===== src/rtl/piso_if.sv =====
// Handshake and serial-output bundle between the MRAM read logic, the serializer and the link.
// The master side drives words in; the slave side (the serializer) drives the serial stream.
interface piso_if #(
  parameter int DATA_W = 16,
  parameter int LANE_W = 8
);
  localparam int NLANE = DATA_W / LANE_W;

  logic              in_valid;
  logic              in_ready;
  logic [DATA_W-1:0] data_in;
  logic [NLANE-1:0]  lane_mask;
  logic              msb_first;
  logic              ser_out;
  logic              ser_valid;
  logic              done;
  logic              busy;

  modport master (
    output in_valid, data_in, lane_mask, msb_first,
    input  in_ready, ser_out, ser_valid, done, busy
  );

  modport slave (
    input  in_valid, data_in, lane_mask, msb_first,
    output in_ready, ser_out, ser_valid, done, busy
  );
endinterface


===== src/rtl/piso_serializer.sv =====
// Parallel-in/serial-out converter with per-word lane selection, selectable bit order and a
// one-word holding buffer so consecutive words stream out without idle cycles.
module piso_serializer #(
  parameter int DATA_W = 16,
  parameter int LANE_W = 8
) (
  input  logic   clk,
  input  logic   rst,
  input  logic   en,
  piso_if.slave  bus
);
  localparam int NLANE = DATA_W / LANE_W;
  localparam int CNT_W = $clog2(DATA_W + 1);

  typedef enum logic {IDLE, SHIFT} state_t;

  // Packs the selected lanes contiguously so the shifter always drains from one end:
  // toward the top for MSB-first, toward the bottom for LSB-first.
  function automatic logic [DATA_W-1:0] compact(input logic [DATA_W-1:0] d,
                                                input logic [NLANE-1:0]  m,
                                                input logic              msb);
    logic [DATA_W-1:0] r;
    int pos;
    r = '0;
    if (msb) begin
      pos = NLANE - 1;
      for (int i = NLANE - 1; i >= 0; i--) begin
        if (m[i]) begin
          r[pos*LANE_W +: LANE_W] = d[i*LANE_W +: LANE_W];
          pos--;
        end
      end
    end else begin
      pos = 0;
      for (int i = 0; i < NLANE; i++) begin
        if (m[i]) begin
          r[pos*LANE_W +: LANE_W] = d[i*LANE_W +: LANE_W];
          pos++;
        end
      end
    end
    return r;
  endfunction

  function automatic logic [CNT_W-1:0] count_bits(input logic [NLANE-1:0] m);
    logic [CNT_W-1:0] n;
    n = '0;
    for (int i = 0; i < NLANE; i++) begin
      if (m[i]) n = n + CNT_W'(LANE_W);
    end
    return n;
  endfunction

  // Holding buffer
  logic              buf_full_p0;
  logic [DATA_W-1:0] buf_data_p0;
  logic [CNT_W-1:0]  buf_nbits_p0;
  logic              buf_msb_p0;

  // Shifter and registered outputs
  state_t            state_p1;
  logic [CNT_W-1:0]  cnt_p1;
  logic [DATA_W-1:0] sh_data_p1;
  logic              sh_msb_p1;
  logic              ser_out_p1;
  logic              vld_p1;
  logic              done_p1;
  logic              busy_p1;

  logic              in_ready;
  logic              handshake;
  logic              xfer;
  logic              shift_en;

  state_t            state_nxt;
  logic [CNT_W-1:0]  cnt_nxt;
  logic              ser_out_nxt;
  logic              vld_nxt;
  logic              done_nxt;
  logic              busy_nxt;
  logic              buf_full_nxt;

  assign in_ready  = en & ~buf_full_p0;
  assign handshake = bus.in_valid & in_ready;
  // A transfer happens from IDLE or on the edge right after a word's last bit.
  assign xfer      = en & buf_full_p0 & ((state_p1 == IDLE) | (cnt_p1 == '0));
  assign shift_en  = en & ~xfer & (state_p1 == SHIFT) & (cnt_p1 != '0);

  always_comb begin
    state_nxt    = state_p1;
    cnt_nxt      = cnt_p1;
    ser_out_nxt  = ser_out_p1;
    vld_nxt      = 1'b0;
    done_nxt     = 1'b0;
    busy_nxt     = busy_p1;
    buf_full_nxt = buf_full_p0;
    if (en) begin
      if (handshake) buf_full_nxt = 1'b1;
      if (xfer) begin
        buf_full_nxt = 1'b0;
        if (buf_nbits_p0 == '0) begin
          state_nxt = IDLE;
          cnt_nxt   = '0;
          done_nxt  = 1'b1;
        end else begin
          state_nxt   = SHIFT;
          cnt_nxt     = buf_nbits_p0 - 1'b1;
          ser_out_nxt = buf_msb_p0 ? buf_data_p0[DATA_W-1] : buf_data_p0[0];
          vld_nxt     = 1'b1;
          done_nxt    = (buf_nbits_p0 == CNT_W'(1));
        end
      end else if (state_p1 == SHIFT) begin
        if (cnt_p1 != '0) begin
          cnt_nxt     = cnt_p1 - 1'b1;
          ser_out_nxt = sh_msb_p1 ? sh_data_p1[DATA_W-1] : sh_data_p1[0];
          vld_nxt     = 1'b1;
          done_nxt    = (cnt_p1 == CNT_W'(1));
        end else begin
          state_nxt = IDLE;
        end
      end
      busy_nxt = buf_full_nxt | (state_nxt == SHIFT);
    end
  end

  // Control stage: everything that must come out of reset in a known state
  always_ff @(posedge clk or posedge rst) begin
    if (rst) begin
      buf_full_p0 <= 1'b0;
      state_p1    <= IDLE;
      cnt_p1      <= '0;
      ser_out_p1  <= 1'b0;
      vld_p1      <= 1'b0;
      done_p1     <= 1'b0;
      busy_p1     <= 1'b0;
    end else begin
      buf_full_p0 <= buf_full_nxt;
      state_p1    <= state_nxt;
      cnt_p1      <= cnt_nxt;
      ser_out_p1  <= ser_out_nxt;
      vld_p1      <= vld_nxt;
      done_p1     <= done_nxt;
      busy_p1     <= busy_nxt;
    end
  end

  // Data stage: payload registers, only read while qualified by buf_full_p0 / state_p1
  always_ff @(posedge clk) begin
    if (handshake) begin
      buf_data_p0  <= compact(bus.data_in, bus.lane_mask, bus.msb_first);
      buf_nbits_p0 <= count_bits(bus.lane_mask);
      buf_msb_p0   <= bus.msb_first;
    end
    if (xfer) begin
      sh_data_p1 <= buf_msb_p0 ? (buf_data_p0 << 1) : (buf_data_p0 >> 1);
      sh_msb_p1  <= buf_msb_p0;
    end else if (shift_en) begin
      sh_data_p1 <= sh_msb_p1 ? (sh_data_p1 << 1) : (sh_data_p1 >> 1);
    end
  end

  assign bus.in_ready  = in_ready;
  assign bus.ser_out   = ser_out_p1;
  assign bus.ser_valid = vld_p1;
  assign bus.done      = done_p1;
  assign bus.busy      = busy_p1;
endmodule


===== src/flat_wrapper.sv =====
// flat-port wrapper written by rule: the top's interface ports become plain ports
module piso_serializer_flat 
#(
  parameter int DATA_W = 16,
  parameter int LANE_W = 8
)
  (clk, rst, en, bus_in_valid, bus_data_in, bus_lane_mask, bus_msb_first, bus_in_ready, bus_ser_out, bus_ser_valid, bus_done, bus_busy);
  piso_if #(.DATA_W(DATA_W), .LANE_W(LANE_W)) bus_i ();
  input  logic clk;
  input  logic rst;
  input  logic en;
  input wire logic [$bits(bus_i.in_valid)-1:0] bus_in_valid;
  input wire logic [$bits(bus_i.data_in)-1:0] bus_data_in;
  input wire logic [$bits(bus_i.lane_mask)-1:0] bus_lane_mask;
  input wire logic [$bits(bus_i.msb_first)-1:0] bus_msb_first;
  output wire logic [$bits(bus_i.in_ready)-1:0] bus_in_ready;
  output wire logic [$bits(bus_i.ser_out)-1:0] bus_ser_out;
  output wire logic [$bits(bus_i.ser_valid)-1:0] bus_ser_valid;
  output wire logic [$bits(bus_i.done)-1:0] bus_done;
  output wire logic [$bits(bus_i.busy)-1:0] bus_busy;
  assign bus_i.in_valid = bus_in_valid;
  assign bus_i.data_in = bus_data_in;
  assign bus_i.lane_mask = bus_lane_mask;
  assign bus_i.msb_first = bus_msb_first;
  assign bus_in_ready = bus_i.in_ready;
  assign bus_ser_out = bus_i.ser_out;
  assign bus_ser_valid = bus_i.ser_valid;
  assign bus_done = bus_i.done;
  assign bus_busy = bus_i.busy;
  piso_serializer #(.DATA_W(DATA_W), .LANE_W(LANE_W)) u_core (.clk(clk), .rst(rst), .en(en), .bus(bus_i));
endmodule

===== config.mk =====
export PLATFORM = sky130hd
export DESIGN_NAME = piso_serializer_flat
export DESIGN_NICKNAME = d
export VERILOG_FILES = /design/src/rtl/piso_if.sv /design/src/rtl/piso_serializer.sv /design/src/flat_wrapper.sv
export SDC_FILE = /design/constraint.sdc
export NUM_CORES = 1
export LEC_CHECK = 0
export ABC_AREA = 1
export BUFFER_PORTS_ARGS = -buffer_cell sky130_fd_sc_hd__buf_2
export CAP_MARGIN = 15
export CORE_ASPECT_RATIO = 1.25
export CORE_UTILIZATION = 40
export CTS_CLUSTER_DIAMETER = 40
export DETAILED_ROUTE_END_ITERATION = 7
export HOLD_SLACK_MARGIN = 0.12
export SLEW_MARGIN = 0
export SYNTH_ARGS = -nofsm -noshare
export SYNTH_HDL_FRONTEND = slang
export SYNTH_SLANG_ARGS = --single-unit

===== constraint.sdc =====
create_clock -name clk -period 1.7 [get_ports clk]
set_clock_uncertainty 0.05 [all_clocks]
set_input_delay 0.085 -clock clk [delete_from_list [all_inputs] [get_ports clk]]
set_output_delay 0.085 -clock clk [all_outputs]
set_load 0.01 [all_outputs]

==> flow_summary_export.csv <==
group,metric,value,unit
status,status,"finished clean",
global_route,grt_max_degree,41,
routing,vias_per_cell,4.69,
routing,firstDrtPassIters,4,
pwr,p_leak,1.31,nW
logic_synthesis,yosysMostFrequentCell,"nand2_1",
logic_synthesis,syn_area_per_cell,9.39,sq um
logic_synthesis,synth_compound_area_share,11.2,%
sta,relSlewSlack,71.5,%
sta,clock.fmax,0.622,GHz
die,coreArea,5860,sq um
die,fp.dieH,89.5,um
run,maxCapViolations,0,
pwr,peakVddDrop,0.000506,V
sta,rsz0062_at_grt,"yes",
sta,setup_slack,0.0931,ns
sta,slew_viol_final,0,
global_route,gr-total-overflow,0,
setup_path,crit_path_max_incr_delay,0.40,ns
setup_path,cp-end-kind,"flip-flop",
setup_path,cp.arrival,1.61,ns
placement,place_ws,-0.0284,ns
die,die_x,72.0,um
routing,drt-wirelength-per-cell,12.1,um
logic_synthesis,yosys.area_share.simple,18.8,%
die,ioPinCount,28,
logic_synthesis,ys_types,24,
logic_synthesis,ys_seq_elements,47,
sta,finalCriticalPeriod,1.61,ns
clock_network,numCtsBuffers,5,
finish,finalInstanceArea,2910,sq um
logic_synthesis,synthFlopType,"edfxtp_1",
finish,fill_cells,538,
sta,worst_slew_pin_slew,0.428,ns
setup_path,worst-path-buf-inv,2,
setup_path,cp.required,1.70,ns
setup_path,cpLargestDelayFamily,"simple AND/OR/NAND/NOR gates",
logic_synthesis,yosys-top-cells-area,"edfxtp_1, nand2_1, dfrtp_1",
logic_synthesis,synth-edff-count,36,
routing,drc,0,
logic_synthesis,synth_cells,261,
logic_synthesis,ys_warn_count,0,
clock_network,htree_levels,2,
setup_path,cp_max_fo,20,
routing,wirelength,4670,um
logic_synthesis,ys_async_sr_fraction,23.4,%
logic_synthesis,synth_top_area_share,44.1,%
clock_network,clk_latency,0.30,ns
global_route,grt_pass1_wl,7730,um
clock_network,clkSinkCount,47,
setup_path,crit_chain,"inv_1 -> ha_1 -> inv_1 -> nor2_1 -> nand2_2 -> nand2_4 -> nand2_8 -> nand2_1 -> o21ai_0",
finish,multi_input_area,966,sq um
clock_network,root_buffer,"clkbuf_8",
clock_network,clk_pin_slew_worst_paths,0.09,ns
finish,seqCellArea,1360,sq um
die,rows,31,
routing,vias,1816,
finish,drive_gt1_share,17.7,%
placement,place.detailed.hpwl,3310,um
logic_synthesis,synth-xor-area-share,1.07,%
global_route,gr-usage-all-layers,15.8,%
logic_synthesis,synthesis.area,2450,sq um
clock_network,cts_tree,"built",
sta,period_share,94.5,%
global_route,antenna_found_initial,0,
logic_synthesis,synth_top_area_cell,"edfxtp_1",
setup_path,slowest_stage,"dfrtp_1",
clock_network,cts_buffer_depth,2,
logic_synthesis,synth_mux_area_share,5.72,%
setup_path,cp-start-kind,"flip-flop",
placement,gp_congestion,0.762,
pwr,p_per_area,1440,nW/um^2
die,start_util,41.8,%
placement,placed_area,2690,sq um
routing,drtIter0Drc,75,
finish,nets,330,
sta,hold_violations,0,
routing,ant_nets,0,
finish,area_growth,18.8,%
setup_path,cpMostUsedCell,"inv_1",
logic_synthesis,synthTopCellsByCount,"nand2_1, edfxtp_1, o21ai_0",
logic_synthesis,synth_fp_nets,287,
sta,setup_tns,0,ns
sta,finalSetupViolations,0,
setup_path,worst-setup-path-type,"reg2reg",
logic_synthesis,synth_top_family_by_area,"simple AND/OR/NAND/NOR gates",
global_route,first_global_vias,1739,
logic_synthesis,yosysSeqAreaShare,55.4,%
placement,numPortBuffers,27,
finish,n_antenna_cell,0,
die,dieArea,6440,sq um
min_path,hp-class,"in2reg",
logic_synthesis,synth-adder-area-share,1.53,%
[kinds of logic after synthesis]
kind of cell,Yosys count
AO/OA/AOI/OAI,50
XOR/XNOR,3
adder cells (fa/ha/maj),3
buffers and inverters,34
flip-flops,47
multiplexers,14
AND/OR/NAND/NOR,110
[metrics by stage]
step	hold slack, ns	instances	util [%]	power (mW)
final	0.137	387	49.7	4.18
after CTS	0.123	385	49.3	4.15
after global placement	0.0579	367	46.0	3.44
after floorplan	-0.113	261	-	3.05
after global routing	0.121	387	49.7	4.55
after detailed placement	0.0585	367	46.0	3.46
[metal layers]
metal	vias up	global-route usage (%)	routed length [um]
met5	-	0	0
met4	0	5.35	72
met3	6	3.72	115
met2	36	28.3	2420
met1	806	18.8	2070
li1	968	-	-
[registers in the layout, indices dropped and copies added, names as in the netlist]
signal                count
u_core.buf_data_p0       16
u_core.sh_data_p1        16
u_core.cnt_p1             5
u_core.buf_nbits_p0       2
u_core.buf_full_p0        1
u_core.buf_msb_p0         1
u_core.bus.busy           1
u_core.bus.done           1
u_core.bus.ser_out        1
u_core.bus.ser_valid      1
u_core.sh_msb_p1          1
u_core.state_p1           1
[final cells by class]
type | instances | area share (%)
tap | 82 | 3.53
inverter | 23 | 2.97
sequential | 47 | 46.6
clock inverter | 3 | 0.516
clock buffer | 5 | 2.36
multi-input combinational | 181 | 33.2
timing repair buffer | 46 | 10.8
[power by group]
group / leakage (nW) / switching [mW] / internal, mW
sequential: 0.479 / 0.193 / 1.74
combinational: 0.795 / 0.972 / 0.627
clock: 0.0392 / 0.361 / 0.280
[what timing repair did]
item / in CTS / in global routing
pin swaps: 0 / 1
hold buffers: 10 / 0
setup buffers: 0 / 1
endpoints found under the setup margin: 3 / 22
resized for setup: 1 / 1
gates cloned: 0 / 1
hold endpoints to repair: 21 / 0
[worst reg2reg max path, cell delays in order, from the launching register on]
cell and delay, ns:
dfrtp_1 0.40, inv_1 0.08, ha_1 0.14, inv_1 0.04
nor2_1 0.10, nand2_2 0.11, nand2_4 0.15, nand2_8 0.12
nand2_1 0.10, o21ai_0 0.08
[final timing paths]
kind | depth (start not counted) | slack, ns | from | endpoint
setup reg to reg | 9 | 0.09 | u_core.cnt_p1[0] | u_core.sh_data_p1[5]
hold / removal | 3 | 0.14 | bus_data_in[4] | u_core.buf_data_p0[12]
max in group asynchronous | 3 | 1.04 | rst | u_core.buf_full_p0
min in group asynchronous | 3 | 0.27 | rst | u_core.cnt_p1[4]
hold reg to reg | 2 | 0.43 | u_core.bus.ser_out | u_core.bus.ser_out
setup / recovery | 9 | 0.09 | u_core.cnt_p1[0] | u_core.sh_data_p1[5]
[layout by cell type (no fill, tap or decap), types with 3 or more instances in the layout]
| cell | instances |
|---|---|
| dlygate4sd3_1 | 10 |
| mux2i_1 | 14 |
| xor2_1 | 3 |
| ha_1 | 3 |
| nand3_1 | 7 |
| o21ai_1 | 9 |
| o22ai_1 | 16 |
| buf_4 | 8 |
| inv_1 | 22 |
| o21ai_0 | 24 |
| clkbuf_8 | 5 |
| buf_2 | 27 |
| nand2_1 | 82 |
| edfxtp_1 | 36 |
| nor2_1 | 9 |
| dfrtp_1 | 11 |
No activity file was read; power rests on OpenSTA's default activity.
